File: config.mk
export PLATFORM = sky130hd
export DESIGN_NAME = q_episode_seq
export DESIGN_NICKNAME = d
export VERILOG_FILES = /design/src/rtl/q_episode_seq.sv
export SDC_FILE = /design/constraint.sdc
export NUM_CORES = 1
export LEC_CHECK = 0
export CAP_MARGIN = 10
export CORE_MARGIN = 8
export CORE_UTILIZATION = 54
export DETAILED_ROUTE_END_ITERATION = 16
export PLACE_DENSITY = 0.86
export SETUP_SLACK_MARGIN = 0.15
export SLEW_MARGIN = 20
export SYNTH_ARGS = -nofsm -noshare
export SYNTH_HDL_FRONTEND = slang
export SYNTH_SLANG_ARGS = --single-unit
File: constraint.sdc
create_clock -name clk -period 2.86 [get_ports clk]
set_input_delay 0.429 -clock clk [delete_from_list [all_inputs] [get_ports clk]]
set_output_delay 0.429 -clock clk [all_outputs]
set_load 0.05 [all_outputs]
File: src/rtl/q_episode_seq.sv
// Episode/step sequencer that drives one shared Q-learning datapath (select, update, move) through go/done handshakes.
// Optional WAIT watchdog with ERR state enabled by defining Q_SEQ_WDOG_EN.
module q_episode_seq #(
  parameter int N_EPISODES  = 100,
  parameter int MAX_STEPS   = 64,
  parameter int STATE_W     = 6,
  parameter int TIMEOUT_CYC = 255
) (
  input  logic                               clk,
  input  logic                               rst,
  input  logic                               start,
  input  logic [STATE_W-1:0]                 start_state,
  input  logic [STATE_W-1:0]                 target_state,
  output logic                               sel_go,
  input  logic                               sel_done,
  output logic                               upd_go,
  input  logic                               upd_done,
  output logic                               mv_go,
  input  logic                               mv_done,
  input  logic [STATE_W-1:0]                 mv_next_state,
  output logic [STATE_W-1:0]                 cur_state,
  output logic [$clog2(MAX_STEPS)-1:0]       step_cnt,
  output logic [$clog2(N_EPISODES+1)-1:0]    episode_cnt,
  output logic                               busy,
  output logic                               learn_done,
  output logic                               wdog_err
);

  localparam int STEP_W = $clog2(MAX_STEPS);
  localparam int EP_W   = $clog2(N_EPISODES + 1);
  localparam logic [STEP_W-1:0] LAST_STEP = STEP_W'(MAX_STEPS - 1);
  localparam logic [EP_W-1:0]   LAST_EP   = EP_W'(N_EPISODES - 1);

  typedef enum logic [3:0] {
    IDLE,
    SEL_ISSUE,
    SEL_WAIT,
    UPD_ISSUE,
    UPD_WAIT,
    MOV_ISSUE,
    MOV_WAIT,
    CHECK,
    DONE
`ifdef Q_SEQ_WDOG_EN
    , ERR
`endif
  } state_t;

  state_t             state_reg;
  logic [STATE_W-1:0] start_reg;
  logic [STATE_W-1:0] target_reg;
  logic [STATE_W-1:0] next_reg;
  logic               wait_done;

  // Only the done belonging to the current WAIT stage may advance the FSM.
  always_comb begin
    wait_done = 1'b0;
    case (state_reg)
      SEL_WAIT: wait_done = sel_done;
      UPD_WAIT: wait_done = upd_done;
      MOV_WAIT: wait_done = mv_done;
      default:  wait_done = 1'b0;
    endcase
  end

`ifdef Q_SEQ_WDOG_EN
  localparam int WDOG_W = ($clog2(TIMEOUT_CYC + 1) > 8) ? $clog2(TIMEOUT_CYC + 1) : 8;
  localparam logic [WDOG_W-1:0] WDOG_LAST = WDOG_W'(TIMEOUT_CYC - 1);
  logic [WDOG_W-1:0] wdog_cnt_reg;
  logic              in_wait;
  assign in_wait = (state_reg == SEL_WAIT) || (state_reg == UPD_WAIT) || (state_reg == MOV_WAIT);
`else
  assign wdog_err = 1'b0;
`endif

  always_ff @(posedge clk or negedge rst) begin
    if (!rst) begin
      state_reg   <= IDLE;
      start_reg   <= '0;
      target_reg  <= '0;
      next_reg    <= '0;
      sel_go      <= 1'b0;
      upd_go      <= 1'b0;
      mv_go       <= 1'b0;
      cur_state   <= '0;
      step_cnt    <= '0;
      episode_cnt <= '0;
      busy        <= 1'b0;
      learn_done  <= 1'b0;
`ifdef Q_SEQ_WDOG_EN
      wdog_cnt_reg <= '0;
      wdog_err     <= 1'b0;
`endif
    end else begin
      sel_go <= 1'b0;
      upd_go <= 1'b0;
      mv_go  <= 1'b0;
      case (state_reg)
        SEL_ISSUE: state_reg <= SEL_WAIT;
        SEL_WAIT: if (wait_done) begin
          state_reg <= UPD_ISSUE;
          upd_go    <= 1'b1;
        end
        UPD_ISSUE: state_reg <= UPD_WAIT;
        UPD_WAIT: if (wait_done) begin
          state_reg <= MOV_ISSUE;
          mv_go     <= 1'b1;
        end
        MOV_ISSUE: state_reg <= MOV_WAIT;
        MOV_WAIT: if (wait_done) begin
          next_reg  <= mv_next_state;
          state_reg <= CHECK;
        end
        CHECK: begin
          if (next_reg == target_reg || step_cnt == LAST_STEP) begin
            step_cnt    <= '0;
            cur_state   <= start_reg;
            episode_cnt <= episode_cnt + 1'b1;
            if (episode_cnt == LAST_EP) begin
              state_reg  <= DONE;
              busy       <= 1'b0;
              learn_done <= 1'b1;
            end else begin
              state_reg <= SEL_ISSUE;
              sel_go    <= 1'b1;
            end
          end else begin
            step_cnt  <= step_cnt + 1'b1;
            cur_state <= next_reg;
            state_reg <= SEL_ISSUE;
            sel_go    <= 1'b1;
          end
        end
        // IDLE, DONE (and ERR) all accept a fresh start the same way.
        default: if (start) begin
          start_reg   <= start_state;
          target_reg  <= target_state;
          cur_state   <= start_state;
          step_cnt    <= '0;
          episode_cnt <= '0;
          learn_done  <= 1'b0;
          busy        <= 1'b1;
          sel_go      <= 1'b1;
          state_reg   <= SEL_ISSUE;
`ifdef Q_SEQ_WDOG_EN
          wdog_err    <= 1'b0;
`endif
        end
      endcase
`ifdef Q_SEQ_WDOG_EN
      // Counter is zero on the first WAIT cycle, so ERR follows the TIMEOUT_CYC-th silent cycle.
      if (in_wait && !wait_done) begin
        if (wdog_cnt_reg == WDOG_LAST) begin
          state_reg <= ERR;
          busy      <= 1'b0;
          wdog_err  <= 1'b1;
        end else begin
          wdog_cnt_reg <= wdog_cnt_reg + 1'b1;
        end
      end else begin
        wdog_cnt_reg <= '0;
      end
`endif
    end
  end

endmodule
==> results of run 1 <==
[critical path, delay by kind of cell (launching register included)]
| family | cells | cell delay [ns] |
|---|---|---|
| AND/OR/NAND/NOR | 3 | 0.73 |
| AO/OA/AOI/OAI | 2 | 0.73 |
| flip-flops | 1 | 0.57 |
[routing by layer]
layer  vias up  track usage (%)  wire length [um]
met1       868            19.90              2053
met5         -                0                 0
met4         0            6.667                85
met3         9            3.716               358
li1        852                -                 -
met2        58            25.10              2349
[through the flow]
stage	setup slack [ns]	instances	power, W	utilization, %	instance area (sq um)
floorplan	0.7164	219	0.002076	-	2192
global placement	0.7197	308	0.002425	67.98	2680
detailed placement	0.6836	308	0.002469	67.98	2680
CTS	0.7253	314	0.002854	70.07	2763
global route	0.5430	314	0.003011	70.14	2765
finish	0.6948	314	0.002837	70.14	2765
[cell usage after synthesis, types with 4 or more instances]
cell type | instances | area, sq um
nand2_1 | 62 | 232.7
o31ai_1 | 4 | 30.03
xor2_1 | 9 | 78.83
nand3_1 | 4 | 20.02
nor3_1 | 4 | 20.02
or4_1 | 4 | 30.03
o21ai_0 | 8 | 40.04
buf_2 | 5 | 25.02
mux2_2 | 7 | 78.83
nor2_1 | 10 | 37.54
a221o_2 | 5 | 56.30
a21oi_1 | 8 | 40.04
dfrtp_1 | 46 | 1151
[cells by family (layout without fill, tap and decap cells)]
| logic type | count (synthesis) | after routing |
|---|---|---|
| adders and majority gates | 2 | 2 |
| buffers and inverters | 12 | 57 |
| DFF | 46 | 46 |
| AOI/OAI and AO/OA | 37 | 37 |
| other | 1 | 1 |
| xor gates and xnor gates | 10 | 10 |
| muxes | 8 | 8 |
| and+or+nand+nor | 103 | 103 |
[power groups by stage]
stage | clock, W | combinational (W) | sequential, W
floorplan | 0 | 0.000708 | 0.00137
global placement | 0 | 0.00129 | 0.00113
detailed placement | 0 | 0.00132 | 0.00115
CTS | 0.000393 | 0.00133 | 0.00113
global route | 0.000416 | 0.00143 | 0.00117
finish | 0.000382 | 0.00132 | 0.00114
[worst min path at each step]
stage / startpoint / endpoint / cells after the start
finish: rst / start_reg[0] / 1
CTS: rst / state_reg[2] / 1
global placement: start_reg[3] / start_reg[3] / 2
global route: rst / episode_cnt[5] / 1
floorplan: rst / busy / 0
detailed placement: start_reg[1] / start_reg[1] / 2
[cells in the final DEF, fill, tap and decap left out, types with 2 or more instances in the layout]
master            n
nand2_1          62
dfrtp_1          46
clkdlybuf4s50_1  46
nor2_1           10
xor2_1            9
o21ai_0           8
a21oi_1           8
mux2_2            7
clkbuf_8          6
a221o_2           5
nand3_1           4
nor3_1            4
o31ai_1           4
or4_1             4
buf_4             3
inv_1             2
and4b_1           2
or3_1             2
and3_1            2
a22o_1            2
ha_1              2
[final cells by class]
class | instances | area, sq um
Fill cell | 296 | 1177
Sequential cell | 46 | 1151
Multi-Input combinational cell | 161 | 978.4
Timing Repair Buffer | 49 | 483.0
Clock buffer | 6 | 82.58
Tap cell | 50 | 62.56
Inverter | 2 | 7.507
==> summary.md, run 1 <==
| Metric | Value |
|---|---|
| Outcome | `complete, no violations` |
| Crit-path max FO | `13` |
| Data arrival, critical path | `about 2.3 ns` |
| Die X | `~80 um` |
| Worst-path cell with the longest stage delay | `a211oi_2` |
| Ant. Diodes | `0` |
| Crit path to | `episode_cnt[3]` |
| Final Hold Vio Count | `0` |
| Max Clk Rate | `about 460 MHz` |
| Part of the power in registers | `about two fifths` |
| Mapped cell area | `approximately 2200 sq um` |
| RSZ-0062 raised after global routing | `no` |
| Clk buf depth | `2` |
| Pint | `0.001596 W` |
| Async set-reset flop share out of synthesis | `between 90% and 100%` |
| Via count | `between 1.5k and 2k` |
| Synth Area in Adders | `about 1.1%` |
| Largest register FFs | `7` |
| Reg2reg end | `episode_cnt[3]` |
| Worst hold-check path type | `primary input to asynchronous set/reset pin` |
| Drt pass-1 iters | `4` |
| Gate Count Post-Synth | `219` |
| Worst Skew | `between 0.005 and 0.006 ns` |
| FF-to-FF path depth | `5` |
| Clk_lat worst skew | `~0.29 ns` |
| CP peak stage delay | `~0.67 ns` |
| CP Capture Type | `flop` |
| Max Slew Vio Count | `0` |
| Maximum VDD drop | `about 0.00065 V` |
| Psw | `0.001241 W` |
| GRT Util Overall | `around 16%` |
| Reg with most FFs | `episode_cnt` |
| Vias/cell | `roughly 5.7` |
| TritonCTS Sinks | `46` |
| Synth warnings | `0` |
| CTS hold repair buffers | `0` |
| PD cells | `1026 nW/um^2` |
| #FFs+latches synth | `between 40 and 50` |
| Top_reg_cell synth | `dfrtp_1` |
| Min Tclk post-route | `~2.2 ns` |
| Routed Antenna Nets | `0` |
| Io pins | `49` |
| Worst-path clk slew | `approximately 0.08 ns` |
| Drt total wl | `4845 um` |
| Worst path required time | `roughly 3 ns` |
| Reg2Reg Launch Point | `state_reg[1]` |
| WHS | `~0.12 ns` |
| Synth cell types | `48` |
| R2R setup slack | `between 0.6 and 0.7 ns` |
| Max_cap viols | `0` |
| Crit share post-route | `about three quarters` |
| Post-CTS Resized | `0` |
| TNS Setup | `0 ns` |
| Grt ovf | `0` |
| Area growth syn-to-layout | `26.14%` |
| Leak pwr | `roughly 1.2 nW` |
| Row cnt | `23` |
| Mapped Nets | `245` |
| Xor/xnor share of the synthesized area | `roughly 4%` |
| Type of the worst setup path | `flop to flop` |
| DRC | `0` |
| Main combinational cell family by area after synthesis | `simple AND/OR/NAND/NOR gates` |
| CP Launch Type | `flop` |
| Die area | `approximately 6400 sq um` |
| Crit path launch | `state_reg[1]` |
| CTS root buf | `clkbuf_8` |
| Clock power share | `13.5%` |
| Register area share after synthesis | `a little over half` |
| Mean post-synth cell area | `between 10 and 15 sq um` |
| Post-Synth Simple-Gate Area | `a little under a quarter` |
| Num CTS Buffers | `5` |
| 1st-iter DRT viols | `126` |
| Nets | `just under 300` |
| CTS tree | `done` |
| Vias in the first global route | `~1.7k` |
| Logic pwr share | `between 40 and 50%` |
| Setup violators final | `0` |
| Initial Util | `a little under three fifths` |
| Post-CTS Setup Bufs | `0` |
| Worst path cell trace | `nand2_1, or2_0, a211oi_2, or4_1, a21oi_1` |
| Synth Area in Compound Gates | `12.44%` |
| Share of cells above drive strength 1 | `a little under an eighth` |
| Wire length per cell | `~15 um` |
| Worst-Margin Slew | `~0.72 ns` |
| Core footprint | `roughly 3900 sq um` |
| Post-synth EDFFs | `0` |
| First-pass GRT wire length | `about 8000 um` |
| Vert. Die Dim | `around 80 um` |
| # port buffers | `47` |
| H-tree levels | `2` |
| Largest net degree at the start of global routing | `47` |
| GPL Wtd Cong | `approximately 0.80` |
| Post-DP HPWL | `3582 um` |
| Switching Fraction | `43.74%` |
| Rel. slew slack | `a little over half` |
| Mux contribution to synthesized area | `4.053%` |
| Antenna violations before repair | `0` |
Note: power is estimated with default switching activity, not from simulation.
==> run 2: changes to the inputs <==
--- a/config.mk
+++ b/config.mk
@@ -7,9 +7,9 @@
 export LEC_CHECK = 0
 export CAP_MARGIN = 10
 export CORE_MARGIN = 8
-export CORE_UTILIZATION = 54
+export CORE_UTILIZATION = 45
 export DETAILED_ROUTE_END_ITERATION = 16
-export PLACE_DENSITY = 0.86
+export PLACE_DENSITY = 0.76
 export SETUP_SLACK_MARGIN = 0.15
 export SLEW_MARGIN = 20
 export SYNTH_ARGS = -nofsm -noshare
==> constraint.sdc (replaced) <==
create_clock -name clk -period 1.9 [get_ports clk]
set_input_delay 0.285 -clock clk [delete_from_list [all_inputs] [get_ports clk]]
set_output_delay 0.285 -clock clk [all_outputs]
set_load 0.05 [all_outputs]
==> summary.md, run 2 (synthesis results as in run 1) <==
| Metric | Value |
|---|---|
| Post-DP HPWL | `a little under 4000 um` |
| PD cells | `1545 nW/um^2` |
| Fill cells | `between 300 and 400` |
| Vert. Die Dim | `85.80 um` |
| Grt ovf | `0` |
| Row cnt | `25` |
| Setup violators final | `1` |
| 1st-iter DRT viols | `91` |
| Post-route insts no fill | `363` |
| GPL Wtd Cong | `around 0.85` |
| H-tree levels | `2` |
| Initial Util | `46.41%` |
| Placed insts | `between 300 and 400` |
| Seq. cell area | `roughly 1200 sq um` |
| Worst-Margin Slew | `between 0.5 and 0.6 ns` |
| Via count | `roughly 1.9k` |
| Most common cell after layout, fill and taps aside | `nand2_1` |
| Worst path required time | `between 2 and 2.5 ns` |
| Worst-path cell with the longest stage delay | `or4_4` |
| Clk buf depth | `2` |
| # port buffers | `47` |
| Min Tclk post-route | `about 1.9 ns` |
| Worst Skew | `0.008833 ns` |
| Crit-path max FO | `4` |
| Worst hold-check path type | `flop to flop` |
| Share of cells above drive strength 1 | `between 30% and 40%` |
| Io pins | `between 40 and 50` |
| GRT Util Overall | `between 10% and 20%` |
| Type of the worst setup path | `flop to flop` |
| Worst setup margin | `-0.009478 ns` |
| Reg with most FFs | `episode_cnt` |
| CP Launch Type | `flop` |
| Maximum VDD drop | `slightly above 0.0008 V` |
| DRC | `0` |
| Max Slew Vio Count | `0` |
| CTS tree | `done` |
| Area occupied by multi-input gates | `approximately 1200 sq um` |
| Post-Place Setup Slack | `-0.2414 ns` |
| Outcome | `finished with violations` |
| Worst path cell trace | `xor2_1, nor2_2, a211oi_2, buf_4, or4_4, a21oi_2` |
| Rel. slew slack | `about 60%` |
| Leak pwr | `approximately 1.5 nW` |
| Fin util | `between 60% and 70%` |
| Largest net degree at the start of global routing | `27` |
| Nets | `321` |
| TritonCTS Sinks | `46` |
| RSZ-0062 raised after global routing | `yes` |
| Drt pass-1 iters | `4` |
| Area growth syn-to-layout | `46.80%` |
| Vias/cell | `a little over 5` |
| Max_cap viols | `0` |
| Wire length per cell | `15.37 um` |
| Drt total wl | `5579 um` |
| CP peak stage delay | `roughly 0.47 ns` |
| Worst-path clk slew | `~0.090 ns` |
| Clk_lat worst skew | `~0.30 ns` |
| First-pass GRT wire length | `about 9000 um` |
| Leading cell types in the layout, fill and taps excluded | `nand2_1 (61), dfrtp_1 (40), buf_4 (27), clkdlybuf4s50_1 (25), dlygate4sd2_1 (18)` |
| WHS | `roughly 0.5 ns` |
| Max Clk Rate | `roughly 520 MHz` |
| Routed Antenna Nets | `0` |
| Vias in the first global route | `between 1.5k and 2k` |
| Final Hold Vio Count | `0` |
| Failing checks | `setup timing` |
| Antenna violations before repair | `0` |
| CP Capture Type | `flop` |
| Die area | `7361 sq um` |
| Data arrival, critical path | `between 2 and 2.5 ns` |
| CTS root buf | `clkbuf_8` |
| Die X | `85.80 um` |
| Num CTS Buffers | `5` |
| Core footprint | `4723 sq um` |
| Ant. Diodes | `0` |
| Largest register FFs | `7` |
| Crit share post-route | `100.5%` |
run 2: cell count changes in the layout (fill, tap and decap cells not counted), sizes merged, moves of 2 or more:
cell,delta
buf,+31
clkinv,+2
dlygate4sd2,+18
clkdlybuf4s50,-21
run 2: cell type report:
cell class	instances	area share [%]
flip-flops and latches	46	36.00
multi-input cells	162	35.96
repair buffers	78	21.81
well taps	67	2.605
clock buffers	5	2.138
clock inverters	3	1.244
inverters	2	0.2333
run 2: timing repair:
item	CTS	global route
resized for setup	26	28
endpoints found under the setup margin	32	19
hold endpoints to repair	13	0
hold buffers	1	0
cloned	1	0
buffers inserted	3	5
pin swaps	2	13
run 2: path summary, 6_finish.rpt:
kind,start,end,slack [ns],cells past startpoint
max,next_reg[3],episode_cnt[3],-0.009,6
min,start_reg[0],start_reg[0],0.49,2
max reg2reg,next_reg[3],episode_cnt[3],-0.009,6
min reg2reg,start_reg[0],start_reg[0],0.49,2
max in group asynchronous,rst,state_reg[0],0.69,3
min in group asynchronous,rst,episode_cnt[4],0.51,2
run 2: through the flow:
step	cell area (sq um)	power (W)	TNS, ns
floorplan	2238	0.003179	0
global placement	2903	0.003948	-1.105
detailed placement	2903	0.004009	-1.656
CTS	3070	0.004771	0
global route	3218	0.005290	-0.2694
finish	3218	0.004973	-0.009478
run 2: critical path, delay by kind of cell, from the launching register on:
family | cells | cell delay (ns)
DFF | 1 | 0.42
AOI/OAI and AO/OA | 2 | 0.27
and+or+nand+nor | 2 | 0.82
xor gates and xnor gates | 1 | 0.16
buffers and inverters | 1 | 0.17
run 2: power breakdown:
group / leakage (nW) / internal (W) / switching, W / total (W)
Clock: 0.0579 / 0.000387 / 0.000327 / 0.000714
Sequential: 0.577 / 0.00135 / 0.000355 / 0.00171
Combinational: 0.870 / 0.00109 / 0.00146 / 0.00255
Total: 1.50 / 0.00283 / 0.00215 / 0.00497
run 2: routing by layer:
| layer | GRT usage [%] | share of wire (%) | vias to the layer above | wire length (um) |
|---|---|---|---|---|
| met5 | 0 | 0 | - | 0 |
| met4 | 6.369 | 2.1 | 0 | 119 |
| met3 | 4.489 | 4.7 | 11 | 263 |
| met2 | 25.11 | 49 | 47 | 2730 |
| met1 | 18.71 | 44 | 904 | 2465 |
| li1 | - | - | 911 | - |
==> run 3: changes to the inputs <==
--- a/config.mk
+++ b/config.mk
@@ -6,7 +6,6 @@
 export NUM_CORES = 1
 export LEC_CHECK = 0
 export CAP_MARGIN = 10
-export CORE_MARGIN = 8
 export CORE_UTILIZATION = 45
 export DETAILED_ROUTE_END_ITERATION = 16
 export PLACE_DENSITY = 0.76
==> summary.md, run 3 (synthesis results as in run 1) <==
| Metric | Value |
|---|---|
| Largest register FFs | `7` |
| Worst path required time | `2.13 ns` |
| TritonCTS Sinks | `46` |
| Pint | `0.002922 W` |
| Share of cells above drive strength 1 | `between 20% and 30%` |
| Die X | `just over 70 um` |
| Worst setup margin | `-0.02273 ns` |
| PD cells | `between 1500 and 2000 nW/um^2` |
| Die area | `about 5200 sq um` |
| Post-route insts no fill | `approximately 350` |
| Clock power share | `17.9%` |
| Clk buf depth | `2` |
| Leading cell types in the layout, fill and taps excluded | `nand2_1 (61), dfrtp_1 (41), clkdlybuf4s50_1 (25), dlygate4sd2_1 (21), buf_4 (21)` |
| Fill cells | `360` |
| Rel. slew slack | `a little under two thirds` |
| Worst Skew | `slightly below 0.01 ns` |
| CTS tree | `done` |
| Crit path to | `episode_cnt[6]` |
| Io pins | `between 40 and 50` |
| Failing checks | `setup timing` |
| Post-DP HPWL | `between 3000 and 4000 um` |
| Ant. Diodes | `0` |
| CP Capture Type | `flop` |
| Wire length per cell | `~14 um` |
| Max Slew Vio Count | `0` |
| RSZ-0062 raised after global routing | `yes` |
| CP Launch Type | `flop` |
| FF-to-FF path depth | `6` |
| Num CTS Buffers | `5` |
| Crit-path max FO | `7` |
| 1st-iter DRT viols | `around 130` |
| Logic pwr share | `47.8%` |
| Leak pwr | `1.499 nW` |
| Nets | `approximately 320` |
| Setup violators final | `3` |
| Area growth syn-to-layout | `44.75%` |
| Drt total wl | `5026 um` |
| Reg with most FFs | `episode_cnt` |
| Psw | `0.002051 W` |
| Row cnt | `25` |
| Data arrival, critical path | `between 2 and 2.5 ns` |
| Min Tclk post-route | `~1.9 ns` |
| Crit path launch | `target_reg[2]` |
| Maximum VDD drop | `about 0.0007 V` |
| Outcome | `finished with violations` |
| Max_cap viols | `0` |
| Drt pass-1 iters | `4` |
| H-tree levels | `2` |
| Reg2reg end | `episode_cnt[6]` |
| R2R setup slack | `-0.02 ns` |
| Fin util | `67.63%` |
| Placed insts | `about 330` |
| Final Hold Vio Count | `0` |
| Vias in the first global route | `about 1.8k` |
| DRC | `0` |
| Max Clk Rate | `approximately 520 MHz` |
| Most common cell after layout, fill and taps aside | `nand2_1` |
| Part of the power in registers | `between 30% and 40%` |
| Initial Util | `between 40% and 50%` |
| Switching Fraction | `41.24%` |
| Type of the worst setup path | `flop to flop` |
| Clk_lat worst skew | `around 0.3 ns` |
| # port buffers | `47` |
| CTS root buf | `clkbuf_8` |
| Reg2Reg Launch Point | `target_reg[2]` |
| Largest net degree at the start of global routing | `25` |
| Via count | `1864` |
| Vias/cell | `around 5.4` |
| Grt ovf | `0` |
| Core footprint | `between 4000 and 5000 sq um` |
| Routed Antenna Nets | `0` |
| GPL Wtd Cong | `0.8083` |
| Worst hold-check path type | `flop to flop` |
| Worst-Margin Slew | `between 0.5 and 0.6 ns` |
| Worst-path clk slew | `0.09 ns` |
| GRT Util Overall | `about a fifth` |
| First-pass GRT wire length | `8211 um` |
| Antenna violations before repair | `0` |
| Crit share post-route | `101.2%` |
| Vert. Die Dim | `71.80 um` |
## run 3: changes by cell type in the layout (fill, tap and decap cells not counted), moves of 2 or more
cell	change
buf_4	-6
nor3_1	+2
clkinv_2	-2
o21ai_2	-2
dlygate4sd2_1	+3
## run 3: worst min-delay path by stage
stage	from	end	slack [ns]	cells after the start
6_report	start_reg[5]	start_reg[5]	0.49	2
5_1_grt	target_state[2]	target_reg[2]	0.51	3
4_1_cts	start_reg[5]	start_reg[5]	0.48	2
3_5_place_dp	rst	episode_cnt[2]	0.30	1
3_3_place_gp	rst	episode_cnt[2]	0.30	1
2_1_floorplan	rst	busy	-0.01	0
## run 3: routing by layer
layer / global-route usage [%] / vias to the layer above / routed length, um
met5: 0 / - / 0
met1: 27.83 / 906 / 2236
met2: 34.07 / 51 / 2507
met3: 4.782 / 7 / 217
li1: - / 900 / -
met4: 6.536 / 0 / 64
## run 3: timing repair
| item | 4_1_cts | 5_1_grt |
|---|---|---|
| setup buffers | 4 | 1 |
| endpoints found under the hold margin | 22 | 0 |
| pin swaps | 9 | 14 |
| gates resized for setup | 31 | 14 |
| endpoints found under the setup margin | 36 | 22 |
| hold buffers | 1 | 0 |
## run 3: area by class of cell
cell class | instances | area (sq um) | area share [%]
repair buffers | 76 | 703.2 | 22.16
flip-flops and latches | 46 | 1157 | 36.47
inverters | 2 | 7.507 | 0.2366
clock buffers | 6 | 82.58 | 2.603
clock inverters | 2 | 60.06 | 1.893
multi-input cells | 161 | 1095 | 34.50
well taps | 54 | 67.56 | 2.129
## run 3: power groups by stage
stage               sequential, W  combinational (W)  clock [W]
floorplan                 0.00208            0.00110          0
global placement          0.00169            0.00226          0
detailed placement        0.00171            0.00231          0
CTS                       0.00169            0.00234   0.000907
global route              0.00176            0.00257   0.000955
finish                    0.00170            0.00238   0.000892
## run 3: worst max-delay path: stages (launching register included)
cell and delay, ns:
dfrtp_1 0.41, xor2_2 0.19, nor4_4 0.34, buf_4 0.19, a21oi_4 0.08, or4_1 0.47, a21oi_1 0.15
## run 3: metrics by stage
step	hold WS, ns	area (sq um)	TNS [ns]	setup slack, ns	power (W)
5_1_grt	0.5116	3173	-0.2002	-0.06756	0.005291
2_1_floorplan	-0.01059	2238	0	0.08480	0.003179
3_5_place_dp	0.2976	2914	-0.8362	-0.1118	0.004018
4_1_cts	0.4846	3109	-0.01517	-0.008303	0.004933
6_report	0.4850	3173	-0.05943	-0.02273	0.004972
3_3_place_gp	0.3000	2914	-0.5428	-0.07795	0.003952
